## config.mk

```make
export PLATFORM = sky130hd
export DESIGN_NAME = nphase_nonoverlap_gen
export DESIGN_NICKNAME = d
export VERILOG_FILES = /design/src/rtl/nphase_nonoverlap_gen.sv
export SDC_FILE = /design/constraint.sdc
export NUM_CORES = 1
export LEC_CHECK = 0
export ABC_AREA = 1
export BUFFER_PORTS_ARGS = -buffer_cell sky130_fd_sc_hd__buf_2
export CAP_MARGIN = 20
export CORE_ASPECT_RATIO = 1.2
export CORE_UTILIZATION = 60
export DETAILED_ROUTE_END_ITERATION = 10
export PLACE_DENSITY = 0.78
export SLEW_MARGIN = 5
export SYNTH_ARGS = -nofsm -noshare
export SYNTH_HDL_FRONTEND = slang
export SYNTH_SLANG_ARGS = --single-unit
```

## constraint.sdc

```tcl
create_clock -name CLK_IN -period 2.65 [get_ports CLK_IN]
set_input_delay 0.1325 -clock CLK_IN [delete_from_list [all_inputs] [get_ports CLK_IN]]
set_output_delay 0.1325 -clock CLK_IN [all_outputs]
set_load 0.02 [all_outputs]
```

## src/rtl/nphase_nonoverlap_gen.sv

```systemverilog
// N-phase non-overlapping clock generator: round-robin phases with programmable high
// and dead times, shadowed configuration, and runt-free start/stop.
`timescale 1ns/1ps
module nphase_nonoverlap_gen #(
    parameter int NUM_PHASES = 2,
    parameter int CNT_W      = 8,
    parameter int RST_HIGH   = 1,
    parameter int RST_DEAD   = 1,
    localparam int IDX_W     = (NUM_PHASES > 1) ? $clog2(NUM_PHASES) : 1
) (
    input  logic                  CLK_IN,
    input  logic                  RST_N,
    input  logic                  EN,
    input  logic                  CFG_LOAD,
    input  logic [CNT_W-1:0]      HIGH_CNT,
    input  logic [CNT_W-1:0]      DEAD_CNT,
    output logic [NUM_PHASES-1:0] PHI,
    output logic                  SYNC,
    output logic [IDX_W-1:0]      PHASE_IDX,
    output logic                  BUSY,
    output logic [1:0]            DBG_STATE
);

    // Handshake: none. EN is a level request sampled only at the end of each dead
    // gap (or every edge while idle); CFG_LOAD is a single-cycle capture strobe.
    typedef enum logic [1:0] {
        ST_IDLE = 2'd0,
        ST_HIGH = 2'd1,
        ST_DEAD = 2'd2
    } state_t;

    localparam logic [IDX_W-1:0] LAST_IDX = IDX_W'(NUM_PHASES - 1);

    state_t                  state_q, state_d;
    logic [CNT_W-1:0]        cnt_q, cnt_d;
    logic [CNT_W-1:0]        sh_high_q, sh_high_d, sh_dead_q, sh_dead_d;
    logic [CNT_W-1:0]        act_high_q, act_high_d, act_dead_q, act_dead_d;
    logic [IDX_W-1:0]        idx_q, idx_d;
    logic [NUM_PHASES-1:0]   phi_q, phi_d;
    logic                    sync_q, sync_d, busy_q, busy_d;

    // A zero count is promoted to one so no pulse or gap ever collapses.
    function automatic logic [CNT_W-1:0] at_least_one(input logic [CNT_W-1:0] v);
        return (v == '0) ? CNT_W'(1) : v;
    endfunction

    always_comb begin
        state_d    = state_q;
        cnt_d      = cnt_q;
        idx_d      = idx_q;
        sh_high_d  = sh_high_q;
        sh_dead_d  = sh_dead_q;
        act_high_d = act_high_q;
        act_dead_d = act_dead_q;

        if (CFG_LOAD) begin
            sh_high_d = HIGH_CNT;
            sh_dead_d = DEAD_CNT;
        end

        unique case (state_q)
            ST_IDLE: begin
                if (EN) begin
                    state_d    = ST_HIGH;
                    idx_d      = '0;
                    act_high_d = sh_high_q;
                    act_dead_d = sh_dead_q;
                    cnt_d      = at_least_one(sh_high_q);
                end
            end
            ST_HIGH: begin
                if (cnt_q <= CNT_W'(1)) begin
                    state_d = ST_DEAD;
                    cnt_d   = at_least_one(act_dead_q);
                end else begin
                    cnt_d = cnt_q - CNT_W'(1);
                end
            end
            ST_DEAD: begin
                if (cnt_q <= CNT_W'(1)) begin
                    if (!EN) begin
                        state_d = ST_IDLE;
                    end else if (idx_q == LAST_IDX) begin
                        // Sequence boundary: the only point where new config takes effect.
                        state_d    = ST_HIGH;
                        idx_d      = '0;
                        act_high_d = sh_high_q;
                        act_dead_d = sh_dead_q;
                        cnt_d      = at_least_one(sh_high_q);
                    end else begin
                        state_d = ST_HIGH;
                        idx_d   = idx_q + IDX_W'(1);
                        cnt_d   = at_least_one(act_high_q);
                    end
                end else begin
                    cnt_d = cnt_q - CNT_W'(1);
                end
            end
            default: state_d = ST_IDLE;
        endcase

        phi_d  = (state_d == ST_HIGH) ? (NUM_PHASES'(1) << idx_d) : '0;
        sync_d = (state_d == ST_HIGH) && (state_q != ST_HIGH) && (idx_d == '0);
        busy_d = (state_d != ST_IDLE);
    end

    always_ff @(posedge CLK_IN or negedge RST_N) begin
        if (!RST_N) begin
            state_q    <= ST_IDLE;
            cnt_q      <= '0;
            idx_q      <= '0;
            sh_high_q  <= CNT_W'(RST_HIGH);
            sh_dead_q  <= CNT_W'(RST_DEAD);
            act_high_q <= CNT_W'(RST_HIGH);
            act_dead_q <= CNT_W'(RST_DEAD);
            phi_q      <= '0;
            sync_q     <= 1'b0;
            busy_q     <= 1'b0;
        end else begin
            state_q    <= state_d;
            cnt_q      <= cnt_d;
            idx_q      <= idx_d;
            sh_high_q  <= sh_high_d;
            sh_dead_q  <= sh_dead_d;
            act_high_q <= act_high_d;
            act_dead_q <= act_dead_d;
            phi_q      <= phi_d;
            sync_q     <= sync_d;
            busy_q     <= busy_d;
        end
    end

    assign PHI       = phi_q;
    assign SYNC      = sync_q;
    assign PHASE_IDX = idx_q;
    assign BUSY      = busy_q;
    assign DBG_STATE = state_q;

endmodule

```

# Yosys cells after proc, flatten, opt, wreduce, memory -nomap -nowiden
# Index checks and enable logic that the tools add are counted.
[word_totals]
reg_bits = 47
in_bits = 20
out_inout_bits = 7
elab_cells = 65
[classes]
add_sub_neg = 2
magnitude_cmp = 1
eq_ne = 9
n_shift = 1
n_mux = 30
bitwise_logic = 1
reduce_logical = 11
[op_table]
columns = ["operator", "n"]
rows = [
  ["$mux 8", 16],
  ["$pmux 8 s2", 2],
  ["$logic_not 8->1", 3],
  ["$pmux 8 s3", 1],
  ["$le 8x1->1 const B", 1],
  ["$mux 2", 4],
  ["$ne 2x2->1 const B", 4],
  ["$sub 8x1->8 const B", 1],
  ["$pmux 2 s3", 1],
  ["$mux 1", 5],
  ["$reduce_and 5->1", 1],
  ["$eq 2x1->1 const B", 2],
  ["$reduce_bool 2->1", 2],
  ["$ne 3x3->1 const B", 1],
  ["$reduce_and 3->1", 1],
  ["$reduce_bool 3->1", 1],
  ["$eq 2x2->1 const B", 1],
  ["$logic_and 1x1->1", 2],
  ["$logic_not 2->1", 1],
  ["$ne 2x1->1 const B", 1],
  ["$pmux 1 s2", 1],
  ["$shl 1x1->2 const A", 1],
  ["$add 1x1->1 const B", 1],
  ["$not 1->1", 1],
]

# Depth between registers and ports, before layout
[logic_depth]
word_depth = 7
depth_mapped = 12
ltp_nobuf = 12

# Least setup slack after synthesis
# No wires, ideal clock.
[synth_timing]
path_type = "reg2reg"
from = "register state_q[0] (netlist: DBG_STATE[0])"
to = "register act_high_q[7]"
setup_ns = 0.119
arrival_ns = 1.528
required_time_ns = 2.531
slack_ns = 1.003
stages_incl_launch_ff = 9
path_buffers = 1
period_less_slack_ns = 1.647
path_cell_list = "dfrtp_1 -> inv_1 -> ha_1 -> inv_1 -> nand2_1 -> o2111ai_4 -> buf_6 -> nand2_1 -> o21ai_2"
[synth_between]
elab_chain_len = 3
elab_cells_between_ends = 9
cone_classes = "eq/ne (5); mux (1); reduce/logical (3)"
[synth_lines]
columns = ["element", "line_no", "source"]
rows = [
  ["from (decl)", "34", "state_t state_q, state_d;"],
  ["from (signal assigned)", "120", "state_q <= state_d;"],
  ["$eq 2x2->1 or $logic_not 2->1 (tied branches)", "61", "unique case (state_q)"],
  ["$ne 2x2->1 (no line) or $reduce_bool 2->1 (tied branches)", "--", ""],
  ["$reduce_and 5->1 (no line)", "--", ""],
  ["to (signal assigned)", "114", "act_high_q <= CNT_W'(RST_HIGH);"],
  ["to (signal assigned)", "125", "act_high_q <= act_high_d;"],
  ["to (decl)", "37", "logic [CNT_W-1:0] act_high_q, act_high_d, act_dead_q, act_dead_d;"],
]
# Several ways; a longest one is shown, not always the timed one.
# A chain may end at the register's enable or synchronous reset.

# Worst setup path after layout
[layout_timing]
from = "register state_q[0] (netlist: DBG_STATE[0])"
to = "register act_high_q[5]"
# The elaborated chain is that of the path after synthesis.

==> metrics.md <==
| Metric | Value |
|---|---|
| Status | completed |
| Pins over their slew limit | 0 |
| Die Y | 74.58 µm |
| Synth Warn # | 0 |
| Core Area | 4229 µm² |
| Post-DP Area | 2753 µm² |
| Post-Route Setup TNS | 0 ns |
| Synth Flop Type | dfrtp_1 |
| DP Worst Slack | 0.3162 ns |
| Post-CTS sizing | 0 |
| Crit path max fanout | 32 |
| First-pass GRT wire length | 8652 µm |
| Worst Hold Launch | DEAD_CNT[7] |
| CP required | 2.87 ns |
| Largest net degree at the start of global routing | 48 |
| Rows | 26 |
| Post-synthesis cell count | 335 |
| Clk slew on worst S/H paths | 0.09 ns |
| Max Cap Viol | 0 |
| Clk buf depth | 2 |
| Drt first pass iters | 4 |
| Syn_area_per_cell | 7.862 µm² |
| DIE WIDTH | 62.48 µm |
| Port Buffer Count | 26 |
| Final GP Congestion | 0.8666 |
| FMAX | 0.4279 GHz |
| Reg2reg start | DBG_STATE[0] |
| TritonCTS buffer count | 5 |
| I/O pin count | 27 |
| Clock tree root buffer cell | clkbuf_8 |
| Post-synthesis sequential area ratio | 0.4485 |
| 1st-iter DRT viols | 112 |
| Routed Antenna Nets | 0 |
| Slew headroom | 0.4180 |
| Register area | 1181 µm² |
| Die outline area | 4659 µm² |
| Setup WS post-layout | 0.3131 ns |
| Netlist Area Pre-Place | 2634 µm² |
| Yosys top cell area share | 0.4086 |
| GRT Overall Usage | 0.2418 |
| Fraction of layout cells with a size suffix above 1 | 0.1922 |
| Multi-input logic area | 1217 µm² |
| Synth unique cells | 28 |
| Final Setup Violations | 0 |
| Period minus WS final | 2.337 ns |
| Via count | 2,173 |
| CP startpoint | DBG_STATE[0] |
| Final Cycle Share | 0.8818 |
| Type of origin of the critical path | register |
| Synth area leaders | dfrtp_1 41%, nand2_1 11%, o21ai_0 6.7% |
| Via density | 5.236 |
| Initial antenna violation count | 0 |
| Layout fillers | 366 |
| Clk Latency, worst-skew pair | 0.31 ns |
| Final-stage net count | 386 |
| Skew final | 0.01061 ns |
| Cell taking the most area after synthesis | dfrtp_1 |
| Peak VDD IR | 0.5722 mV |
| Crit Path Class | register to register |
| Worst Tran Pin Value | 0.8726 ns |
| Net Count, Synth | 363 |
| LEAKAGE | 0.001444 µW |
| Critical path arrival | 2.56 ns |
| Worst Setup End Kind | register |
| Post-route cell area | 2898 µm² |
| RSZ-0062 raised after global routing | no |
| CTS tree | yes |
| Clock sinks | 47 |
| PwrDens | 1098 nW/µm² |
| Area growth from synthesis to layout | 10.02% |
| Vias in the first global route | 1,887 |
| Total wire length | 5361 µm |
| Number of synthesized flops with an enable pin | 0 |
| Hold Path Class | input port to register |
| Final Hold Viols | 0 |
| Total grt overflow | 0 |
| DRC viols | 0 |
| Antenna cells | 0 |
| Initial Util | 0.6228 |
| Dpl hpwl | 3836 µm |
| Average wire per standard cell | 12.92 µm |
| Ys async rst share | 1.000 |
| H-tree depth | 2 |
| Synthesis-stage register bit count | 47 |
## flip-flops by register name, summed over array words and instances, names as in the netlist
signal	cells
act_dead_q	8
act_high_q	8
cnt_q	8
sh_dead_q	8
sh_high_q	8
DBG_STATE	2
PHI	2
BUSY	1
PHASE_IDX	1
SYNC	1
## placed cells by master, fill, tap and decap left out, types with 2 or more instances in the layout
cell type,instances
nand2_1,78
dfrtp_1,43
inv_1,38
o21ai_0,35
nor2_1,29
a21oi_1,28
buf_2,26
nand3_1,19
o21ai_2,10
ha_1,8
nand2_2,6
o21ai_1,6
nor2_2,5
clkbuf_8,5
dfstp_2,4
inv_2,3
nand2_4,2
## critical path, cell delays in order (launching register included)
cell and delay, ns:
dfrtp_1 0.45, inv_1 0.11, ha_1 0.45, inv_1 0.20
o2111ai_4 0.74, nand2_1 0.15, o21ai_1 0.13
## report_power, final
part	switching (µW)	internal (µW)
logic	941	539
registers	198	963
clock network	256	284
## per-stage QoR
step / cells / utilization / hold WS [ns] / power [µW]
after detailed placement: 405 / 0.6509 / 0.3464 / 2634
final: 415 / 0.6852 / 0.02761 / 3180
after CTS: 413 / 0.6781 / 0.02117 / 3183
after global routing: 415 / 0.6852 / 0.02275 / 3430
after floorplan: 335 / - / -0.1631 / 2332
after global placement: 405 / 0.6509 / 0.3382 / 2581
## metal layers
metal	routed length, µm	up-vias	global-route usage
li1	-	1118	-
met1	2473	1005	0.3066
met2	2641	42	0.4215
met3	156	8	0.03681
met4	90	0	0.09302
met5	0	-	0
## worst paths after layout
path,end,slack [ns],cells after the start
max in group asynchronous,sh_high_q[0],1.90,3
min in group asynchronous,BUSY,0.21,2
hold reg to reg,act_dead_q[0],0.49,2
setup / recovery,act_high_q[5],0.31,6
hold / removal,sh_dead_q[7],0.03,3
setup reg to reg,act_high_q[5],0.31,6
## final cells by class
| type | instances | area share |
|---|---|---|
| inverter | 41 | 0.05311 |
| timing repair buffer | 28 | 0.05527 |
| tap | 56 | 0.02418 |
| clock inverter | 3 | 0.01598 |
| multi-input combinational | 235 | 0.4201 |
| clock buffer | 5 | 0.02375 |
| sequential | 47 | 0.4076 |
## kinds of logic (layout without fill, tap and decap cells)
| logic type | after synthesis | after routing | synth area share |
|---|---|---|---|
| compound gates | 83 | 83 | 0.1867 |
| xor+xnor | 1 | 1 | 0.003326 |
| fa+ha+maj | 8 | 8 | 0.03801 |
| buf+inv | 53 | 77 | 0.08931 |
| flops | 47 | 47 | 0.4485 |
| simple gates | 143 | 143 | 0.2342 |
## timing repair
action,in CTS,in global routing
hold buffers,0,1
endpoints found under the hold margin,0,9
setup buffers,0,0
## Yosys cell counts, types with 2 or more instances
library cell and n:
a21oi_1 28, buf_2 2, buf_6 4, clkbuf_1 5, dfrtp_1 43, dfstp_2 4
ha_1 8, inv_1 38, inv_2 3, nand2_1 78, nand2_2 6, nand2_4 2
nand3_1 19, nor2_1 29, nor2_2 5, o21ai_0 35, o21ai_1 6, o21ai_2 10
No activity file was read; power rests on OpenSTA's default activity.
